<file path="src/rtl/led_ring_monitor_pkg.sv">
`default_nettype none
// +--------------------------------------------------------------------+
// | led_ring_monitor_pkg                                               |
// | Shared widths, FSM states and direction codes for the LED ring.    |
// | Revision: 1.0                                                      |
// +--------------------------------------------------------------------+
package led_ring_monitor_pkg;

   localparam int LED_W   = 16;
   localparam int POS_W   = 4;
   localparam int CNT_W   = 8;
   localparam int STALL_W = 4;

   // Same encoding as the shifter's dir input
   localparam logic DIR_RIGHT = 1'b0;
   localparam logic DIR_LEFT  = 1'b1;

   typedef enum logic [0:0] {
      ST_INIT  = 1'b0,
      ST_TRACK = 1'b1
   } state_t;

endpackage
`default_nettype wire

</file>
<file path="src/rtl/led_onehot_enc.sv">
`default_nettype none
// +--------------------------------------------------------------------+
// | led_onehot_enc                                                     |
// | Combinational one-hot check and bit-index encoder for the LED bus. |
// | Revision: 1.0                                                      |
// +--------------------------------------------------------------------+
module led_onehot_enc
   import led_ring_monitor_pkg::*;
(
   input  logic [LED_W-1:0] led,
   output logic [POS_W-1:0] idx,
   output logic             onehot_ok
);

   always_comb begin
      idx = '0;
      for (int i = 0; i < LED_W; i++) begin
         if (led[i]) begin
            idx = POS_W'(i);
         end
      end
      // Non-zero with the lowest set bit being the only one
      onehot_ok = (led != '0) && ((led & (led - 1'b1)) == '0);
   end

endmodule
`default_nettype wire

</file>
<file path="src/rtl/led_ring_monitor.sv">
`default_nettype none
// +--------------------------------------------------------------------+
// | led_ring_monitor                                                   |
// | Tracks the rotating one-hot LED bus: position, direction, counts.  |
// | Revision: 1.0                                                      |
// +--------------------------------------------------------------------+
module led_ring_monitor #(
   parameter int LED_W       = led_ring_monitor_pkg::LED_W,
   parameter int STALL_LIMIT = 3,
   parameter int CNT_W       = led_ring_monitor_pkg::CNT_W
) (
   input  logic             clk,
   input  logic             rst,
   input  logic             sample_en,
   input  logic             clr,
   input  logic [LED_W-1:0] led,
   output logic [3:0]       pos,
   output logic             pos_valid,
   output logic             dir_out,
   output logic             moving,
   output logic             stalled,
   output logic [CNT_W-1:0] step_cnt,
   output logic [CNT_W-1:0] wrap_cnt,
   output logic             err_onehot,
   output logic             err_jump
);

   import led_ring_monitor_pkg::*;

   localparam logic [CNT_W-1:0]   c_cnt_one   = 1;
   localparam logic [STALL_W-1:0] c_stall_max = '1;

   state_t             r_state;
   logic [STALL_W-1:0] r_stall_cnt;

   logic [POS_W-1:0]   w_idx;
   logic               w_ok;
   logic [POS_W-1:0]   w_delta;
   logic [STALL_W-1:0] w_stall_next;
   logic [CNT_W-1:0]   w_step_base;
   logic [CNT_W-1:0]   w_wrap_base;
   logic               w_eo_base;
   logic               w_ej_base;

   led_onehot_enc u_enc (
      .led       (led),
      .idx       (w_idx),
      .onehot_ok (w_ok)
   );

   assign w_delta      = w_idx - pos;
   assign w_stall_next = (r_stall_cnt == c_stall_max) ? c_stall_max : r_stall_cnt + 1'b1;

   // Clear is applied before the sample so a same-cycle step lands on zero
   assign w_step_base = clr ? '0 : step_cnt;
   assign w_wrap_base = clr ? '0 : wrap_cnt;
   assign w_eo_base   = clr ? 1'b0 : err_onehot;
   assign w_ej_base   = clr ? 1'b0 : err_jump;

   always_ff @(posedge clk or posedge rst) begin
      if (rst) begin
         r_state     <= ST_INIT;
         r_stall_cnt <= '0;
         pos         <= '0;
         pos_valid   <= 1'b0;
         dir_out     <= DIR_RIGHT;
         moving      <= 1'b0;
         stalled     <= 1'b0;
         step_cnt    <= '0;
         wrap_cnt    <= '0;
         err_onehot  <= 1'b0;
         err_jump    <= 1'b0;
      end else begin
         step_cnt   <= w_step_base;
         wrap_cnt   <= w_wrap_base;
         err_onehot <= w_eo_base;
         err_jump   <= w_ej_base;

         if (sample_en) begin
            case (r_state)
               ST_INIT: begin
                  if (w_ok) begin
                     pos         <= w_idx;
                     pos_valid   <= 1'b1;
                     moving      <= 1'b0;
                     r_stall_cnt <= '0;
                     r_state     <= ST_TRACK;
                  end else begin
                     err_onehot <= 1'b1;
                  end
               end

               ST_TRACK: begin
                  if (!w_ok) begin
                     err_onehot  <= 1'b1;
                     pos_valid   <= 1'b0;
                     moving      <= 1'b0;
                     stalled     <= 1'b0;
                     r_stall_cnt <= '0;
                     r_state     <= ST_INIT;
                  end else if (w_delta == 4'd0) begin
                     r_stall_cnt <= w_stall_next;
                     moving      <= 1'b0;
                     stalled     <= (int'(w_stall_next) >= STALL_LIMIT);
                  end else if (w_delta == 4'd15 || w_delta == 4'd1) begin
                     pos         <= w_idx;
                     dir_out     <= (w_delta == 4'd1) ? DIR_LEFT : DIR_RIGHT;
                     moving      <= 1'b1;
                     r_stall_cnt <= '0;
                     stalled     <= 1'b0;
                     step_cnt    <= w_step_base + c_cnt_one;
                     // Crossing between index 0 and 15 in either direction
                     if ((w_delta == 4'd15 && pos == 4'd0) ||
                         (w_delta == 4'd1  && pos == 4'd15)) begin
                        wrap_cnt <= w_wrap_base + c_cnt_one;
                     end
                  end else begin
                     err_jump    <= 1'b1;
                     pos         <= w_idx;
                     moving      <= 1'b0;
                     r_stall_cnt <= '0;
                     stalled     <= 1'b0;
                  end
               end

               default: r_state <= ST_INIT;
            endcase
         end
      end
   end

endmodule
`default_nettype wire
</file>
<file path="config.mk">
export PLATFORM = sky130hd
export DESIGN_NAME = led_ring_monitor
export DESIGN_NICKNAME = d
export VERILOG_FILES = /design/src/rtl/led_ring_monitor_pkg.sv /design/src/rtl/led_onehot_enc.sv /design/src/rtl/led_ring_monitor.sv
export SDC_FILE = /design/constraint.sdc
export NUM_CORES = 1
export LEC_CHECK = 0
export BUFFER_PORTS_ARGS = -buffer_cell sky130_fd_sc_hd__clkbuf_2
export CAP_MARGIN = 20
export CORE_ASPECT_RATIO = 1.1
export CORE_MARGIN = 5
export CORE_UTILIZATION = 55
export DETAILED_ROUTE_END_ITERATION = 12
export PLACE_DENSITY = 0.89
export SLEW_MARGIN = 20
export SYNTH_ARGS = -nofsm -noshare
export SYNTH_HDL_FRONTEND = slang
export SYNTH_HIERARCHICAL = 1
export SYNTH_SLANG_ARGS = --single-unit
</file>
<file path="constraint.sdc">
create_clock -name clk -period 3.6 [get_ports clk]
set_input_delay 0.18 -clock clk [delete_from_list [all_inputs] [get_ports clk]]
set_output_delay 0.18 -clock clk [all_outputs]
set_load 0.05 [all_outputs]
</file>
Yosys cells after proc, flatten, opt, wreduce, memory -nomap -nowiden
Index checks and enable logic that the tools add are counted.

operators by class
  $lt $le $gt $ge = 1
  reductions and logical operators = 14
  muxes and demuxes = 58
  bitwise operators = 3
  eq/ne operators = 8
  add/subtract/negate cells = 5

operators by type and width
  cell                                                                                  number
  8-bit two-way mux                                                                     13
  4-bit two-way mux                                                                     15
  1-bit two-way mux                                                                     20
  8-bit by 1-bit adder with 8-bit output (second input constant)                        2
  16-bit AND                                                                            1
  16-bit zero test                                                                      1
  4-bit one-hot mux with 2 select lines                                                 2
  16-bit nonzero test                                                                   1
  16-bit by 1-bit subtractor with 16-bit output (second input constant)                 1
  4-bit == test (second input constant)                                                 3
  3-bit two-way mux                                                                     4
  4-bit zero test                                                                       2
  2-bit != test (second input constant)                                                 3
  5-bit AND reduction                                                                   1
  4-bit by 1-bit adder with 4-bit output (second input constant)                        1
  4-bit by 1-bit == test with 1-bit output (second input constant)                      1
  4-bit by 2-bit greater-or-equal comparator with 1-bit output (second input constant)  1
  2-bit two-way mux                                                                     2
  1-bit one-hot mux with 2 select lines                                                 2
  2-bit AND reduction                                                                   2
  4-bit AND reduction                                                                   1
  4-bit subtractor                                                                      1
  1-bit logical AND                                                                     3
  3-bit AND reduction                                                                   1
  3 further kinds                                                                       5

word-level totals
  output and inout port bits = 26
  register bits after elaboration = 31

Logic depth before layout (Yosys ltp)
  word-level depth = 25
  mapped depth = 15
  gate-level depth less buffers = 14

Cells and area by module
The synthesis kept the hierarchy.

modules (own cells, without submodules)
  module            area each (sq um)  cells each  times used  sequential area each (sq um)
  led_ring_monitor  1846.8             194         1           775.7
  led_onehot_enc    312.8              47          1           0.0

Least setup slack after synthesis
OpenSTA, ideal clock, no wires.

  kind = reg-to-reg
  from = register pos[0]
  to = register step_cnt[7]
  stages on the path, launching flop included = 10
  required time = 3.472 ns
  slack = 0.469 ns
  arrival time = 3.004 ns
  path through = dfrtp_1 ha_1 inv_1 fa_1 xor2_1 or2_1 or4_1 clkbuf_1 a2111oi_2 mux2_1

on the way
  cells in the longest elaborated chain, start to end = 8
  elaborated cells between the ends (all ways) = 10
  those cells by class = 1 x add/sub; 2 x eq/ne; 5 x mux; 2 x reduce/logical

ends and longest elaborated chain
  what                                                                              RTL line                 source
  from (decl)                                                                       led_ring_monitor.sv:17   output logic [3:0] pos,
  from (signal assigned)                                                            led_ring_monitor.sv:83   pos <= w_idx;
  from (signal assigned)                                                            led_ring_monitor.sv:106  pos <= w_idx;
  from (signal assigned)                                                            led_ring_monitor.sv:119  pos <= w_idx;
  4-bit subtractor *                                                                led_ring_monitor.sv:51   assign w_delta = w_idx - pos;
  4-bit == test / 4-bit by 1-bit == test with 1-bit output (equally long branches)  led_ring_monitor.sv:105  end else if (w_delta == 4'd15 || w_delta == 4'd1) begin
  1-bit logical OR                                                                  led_ring_monitor.sv:105
  8-bit two-way mux                                                                 led_ring_monitor.sv:105
  8-bit two-way mux *                                                               led_ring_monitor.sv:101  end else if (w_delta == 4'd0) begin
  8-bit two-way mux *                                                               led_ring_monitor.sv:94   if (!w_ok) begin
  8-bit two-way mux *                                                               led_ring_monitor.sv:80   case (r_state)
  8-bit two-way mux *                                                               led_ring_monitor.sv:79   if (sample_en) begin
  to (signal assigned)                                                              led_ring_monitor.sv:74   step_cnt <= w_step_base;
  to (signal assigned)                                                              led_ring_monitor.sv:111  step_cnt <= w_step_base + c_cnt_one;
  to (decl)                                                                         led_ring_monitor.sv:22   output logic [CNT_W-1:0] step_cnt,

Mark *: on every way between the ends. The rest lies on a longest branch, timed or not.
A chain may end at the register's enable or synchronous reset.

Worst setup path in the final report
  from = input port led[14]
  to = register wrap_cnt[7]

on the way
  cells in the longest elaborated chain, start to end = 12
  elaborated cells between the ends (all ways) = 21
  those cells by class = 2 x add/sub; 2 x eq/ne; 8 x mux; 1 x bitwise; 8 x reduce/logical

ends and longest elaborated chain
  what                                                                              RTL line                                                                   source
  from (decl)                                                                       led_ring_monitor.sv:16                                                     input logic [LED_W-1:0] led,
  4-bit two-way mux * (2 in a row)                                                  led_onehot_enc.sv:18                                                       if (led[i]) begin
  net w_idx[0]                                                                      led_ring_monitor.sv:36                                                     logic [POS_W-1:0] w_idx;
  4-bit subtractor *                                                                led_ring_monitor.sv:51
  4-bit == test / 4-bit by 1-bit == test with 1-bit output (equally long branches)  led_ring_monitor.sv:105, led_ring_monitor.sv:113, led_ring_monitor.sv:114
  1-bit logical AND (on tied branches)                                              led_ring_monitor.sv:113, led_ring_monitor.sv:114
  1-bit logical OR                                                                  led_ring_monitor.sv:113                                                    if ((w_delta == 4'd15 && pos == 4'd0) ||
  8-bit two-way mux                                                                 led_ring_monitor.sv:113
  8-bit two-way mux                                                                 led_ring_monitor.sv:105
  8-bit two-way mux *                                                               led_ring_monitor.sv:101
  8-bit two-way mux *                                                               led_ring_monitor.sv:94
  8-bit two-way mux *                                                               led_ring_monitor.sv:80
  8-bit two-way mux *                                                               led_ring_monitor.sv:79
  to (signal assigned)                                                              led_ring_monitor.sv:75                                                     wrap_cnt <= w_wrap_base;
  to (signal assigned)                                                              led_ring_monitor.sv:115                                                    wrap_cnt <= w_wrap_base + c_cnt_one;
  to (decl)                                                                         led_ring_monitor.sv:23                                                     output logic [CNT_W-1:0] wrap_cnt,

The timed path passes the listed nets; every way through them passes the cells marked *.

==> results.txt <==
Buffers placed on the I/O ports in this run total 45. The number of nets in the synthesized netlist is 271. TritonCTS built the clock tree. IR analysis of the VDD net gives a maximum drop of 0.183 mV. After Yosys synthesis, full adders, half adders and majority gates account for 7.07% of the synthesized area. For the TritonCTS sink count, the log shows 31. After synthesis, the cell types taking the most area are dfrtp_1 36%, a21oi_1 6.0%, ha_1 5.2%. The tool flagged a number of max-cap violations equal to 0. Share of async-settable or async-resettable flops after synthesis: 100%. Synthesis inferred 31 register bits.

Setup repair after global routing left no endpoint under its margin. The number of antenna diodes in the final layout is 0. The I/O pin count was 46. Detailed routing inserted a total of 2,104 vias. After synthesis, the mean cell area works out to 8.96 um^2.

In this run the vertical extent of the chip is 75.7 um. The overall routed net length was 5100 um. For this run, the total global-route usage over all layers was measured as 20.5%. By area, the combinational part of the netlist is dominated by simple AND/OR/NAND/NOR gates. The worst setup path is captured at a flip-flop. Post-CTS timing repair inserted 0 buffers for setup. The tools report the number of antenna violations at the first check in global routing as 0. STA puts the critical path data arrival time at 3.57 ns. For the largest clock skew in the final design, the log shows 0.00635 ns. For the final number of max-transition violations, the log shows 0. The run gives 43.7% as the headroom to the max-slew limit. The design draws 0.000874 W. The logs give 0 for the final count of negative-setup-slack endpoints and 2 for the worst-case clock buffer depth. The number of hold violations in the final report is 0. Maximum fanout encountered on the critical timing path: 12. The count of nets left with antenna violations once routing finished came out at 0. Once detailed placement completed, the half-perimeter wirelength came to 3800 um. The proportion of synthesized area in mux cells came out at 5.21%. The synthesis-to-layout area growth is 19.6%. Before antenna repair, the detailed router went through 4 iterations. The number of global-route vias before repair was 2,094; the post-synthesis cell count was 241. Insertion delay to the later sink of the worst-skew pair: 0.28 ns. The run gives 5 as the CTS buffer count. The H-tree level count was 2; the number of DRC markers in iteration 0 was 144. The global-route congestion overflow total was 0; the share of final-layout standard cells stronger than drive strength 1 was 24.5%.

After detailed routing, the average wire length per cell comes to 14.7 um. The transition time at the pin with the least slew margin works out to 0.841 ns. The non-filler instance count after layout is 346, and the synthesized-area fraction occupied by ao, oa, aoi and oai cells is 20.7%. Cells fill 66.7% of the core in the end. The flow ran to the end, and the final reports show no timing, DRC or antenna violations. Yosys mapped a number of flops with a built-in enable equal to 0. The worst setup path is of the in -> reg kind. STA puts the critical path data required time at 3.80 ns. Summed over all cells, the static leakage comes to 1.14 nW. The worst hold path belongs to the class in -> reg. Among all flip-flop cells after synthesis, the most frequent one is dfrtp_1. In the post-synthesis netlist, the cell with the most instances is dfrtp_1.

For this run, the number of Yosys warnings is 6. The number of nets in the layout was 323; the wire length of the first global-routing pass was 8830 um. The parity-gate share of the synthesized area counting xor and xnor cells is 2.84%. Summing the sequential cell areas from Yosys gives 35.9% of the chip area.

The number of distinct library cell variants in the gate-level netlist after synthesis came out at 50. The biggest area contributor in the post-synthesis netlist is dfrtp_1. The power density relative to cell area works out to 338 nW/um^2. For this run, the top clock speed supported by timing is 0.297 GHz.

Entering global routing, the biggest net connects 32 pins. After detailed placement, the design holds a cell count of 337. The proportion of netlist area held by the largest area contributor came out at 35.9%. The standard-cell row count is 24. After Yosys synthesis, and, or, nand and nor cells account for 24.3% of the synthesized area. After detailed routing, the number of remaining DRC violations is 0.

The floorplan step defined a core boundary enclosing 3870 um^2. The kind of start point of the critical path was an input port. CTS placed an instance of clkbuf_8 at the clock tree root. The mapped netlist covers 2160 um^2. Once the floorplan was initialized, standard cells occupied 55.7% of the core. Measured along the x axis, the die boundary spans 69.7 um. The final period demand of the worst path was 3.37 ns; the weighted congestion reported at the end of routability-driven placement was 0.885. After clock tree synthesis, the clock-pin slew on the worst setup and hold paths is 0.07 ns. After synthesis, the most frequently instantiated cells are 31 x dfrtp_1, 26 x a21oi_1, 18 x nand2_1, 16 x inv_1, 14 x nor2_1. Final clock period utilization by the worst path: 93.7%.

For the final-layout worst hold slack, the log shows 0.251 ns. The floorplan step defined a die boundary enclosing 5280 um^2. The routed via count divided by cell count is 6.08.
==> cell usage in the layout, fill, tap and decap left out, drive strengths merged, types with 3 or more instances in the layout <==
cell	netlist	final
a21oi	26	26
ha	9	9
nand2	18	18
nor2b	12	12
and3	4	4
buf	1	4
mux2	10	10
inv	16	16
a2111oi	5	5
clkbuf	4	51
or4	6	6
nor4	8	8
o31ai	6	6
dfrtp	31	31
nand4	4	4
o21ai	9	9
nand3	13	13
o211ai	3	3
o21bai	3	3
nor2	14	14
xnor2	5	5
==> kinds of logic after synthesis <==
kind of cell | count (synthesis)
adder cells (fa/ha/maj) | 12
AND/OR/NAND/NOR | 93
multiplexers | 10
buffers and inverters | 21
flip-flops | 31
XOR/XNOR | 7
AO/OA/AOI/OAI | 67
==> power breakdown <==
part	internal, W	switching (W)	total [W]
clock	0.000224	0.000132	0.000356
combinational	0.0000485	0.000104	0.000153
sequential	0.000356	0.00000904	0.000365
==> worst paths after layout <==
path,from,endpoint,slack [ns],cells past startpoint
max in group asynchronous,rst,pos[0]$_DFFE_PP0P_,2.81,4
worst min register to register,moving$_DFFE_PP0P_,moving$_DFFE_PP0P_,0.48,1
worst max register to register,pos[0]$_DFFE_PP0P_,wrap_cnt[7]$_DFF_PP0_,0.56,8
worst max-delay path,led[14],wrap_cnt[7]$_DFF_PP0_,0.23,13
min in group asynchronous,rst,step_cnt[2]$_DFF_PP0_,0.50,4
worst min-delay path,sample_en,r_state$_DFFE_PP0P_,0.25,2
==> critical path, stage by stage <==
cell and delay (ns):
clkbuf_2 0.15, inv_1 0.07, a2111oi_1 0.45, a21oi_1 0.15, inv_1 0.08, ha_1 0.17
inv_1 0.06, fa_1 0.37, xor2_1 0.19, or4_1 0.50, a221o_1 0.46, or4_1 0.56
a21oi_1 0.17
==> stage by stage <==
stage / area (um^2) / setup WS, ns / TNS [ns]
2_1_floorplan: 2160 / 0.469 / 0
3_3_place_gp: 2450 / 0.158 / 0
3_5_place_dp: 2450 / -0.0606 / -0.116
4_1_cts: 2580 / 0.235 / 0
5_1_grt: 2580 / 0.0575 / 0
6_report: 2580 / 0.228 / 0
==> flip-flops by register name, indices dropped and copies added (netlist names) <==
name         count
r_stall_cnt      4
err_jump         1
pos_valid        1
r_state          1
step_cnt         8
err_onehot       1
wrap_cnt         8
moving           1
dir_out          1
pos              4
stalled          1
==> metal layers <==
layer	vias to the layer above	share of wire (%)	GRT usage [%]
li1	1005	-	-
met1	1015	41	23.4
met2	76	52	38.2
met3	8	6.0	4.88
met4	0	1.1	7.02
met5	-	0	0
==> layout make-up <==
class                   count  area, um^2
multi-input cells         189        1300
fillers                   320        1290
flip-flops and latches     31         776
repair buffers             50         265
clock buffers               6        82.6
well taps                  52        65.1
inverters                  16        60.1
clock inverters             2        35.0
==> what timing repair did <==
item,4_1_cts,5_1_grt
endpoints found under the hold margin,31,0
hold buffers,1,0
setup endpoints to repair,0,1
resized for setup,0,1
Note: power is estimated with default switching activity, not from simulation.
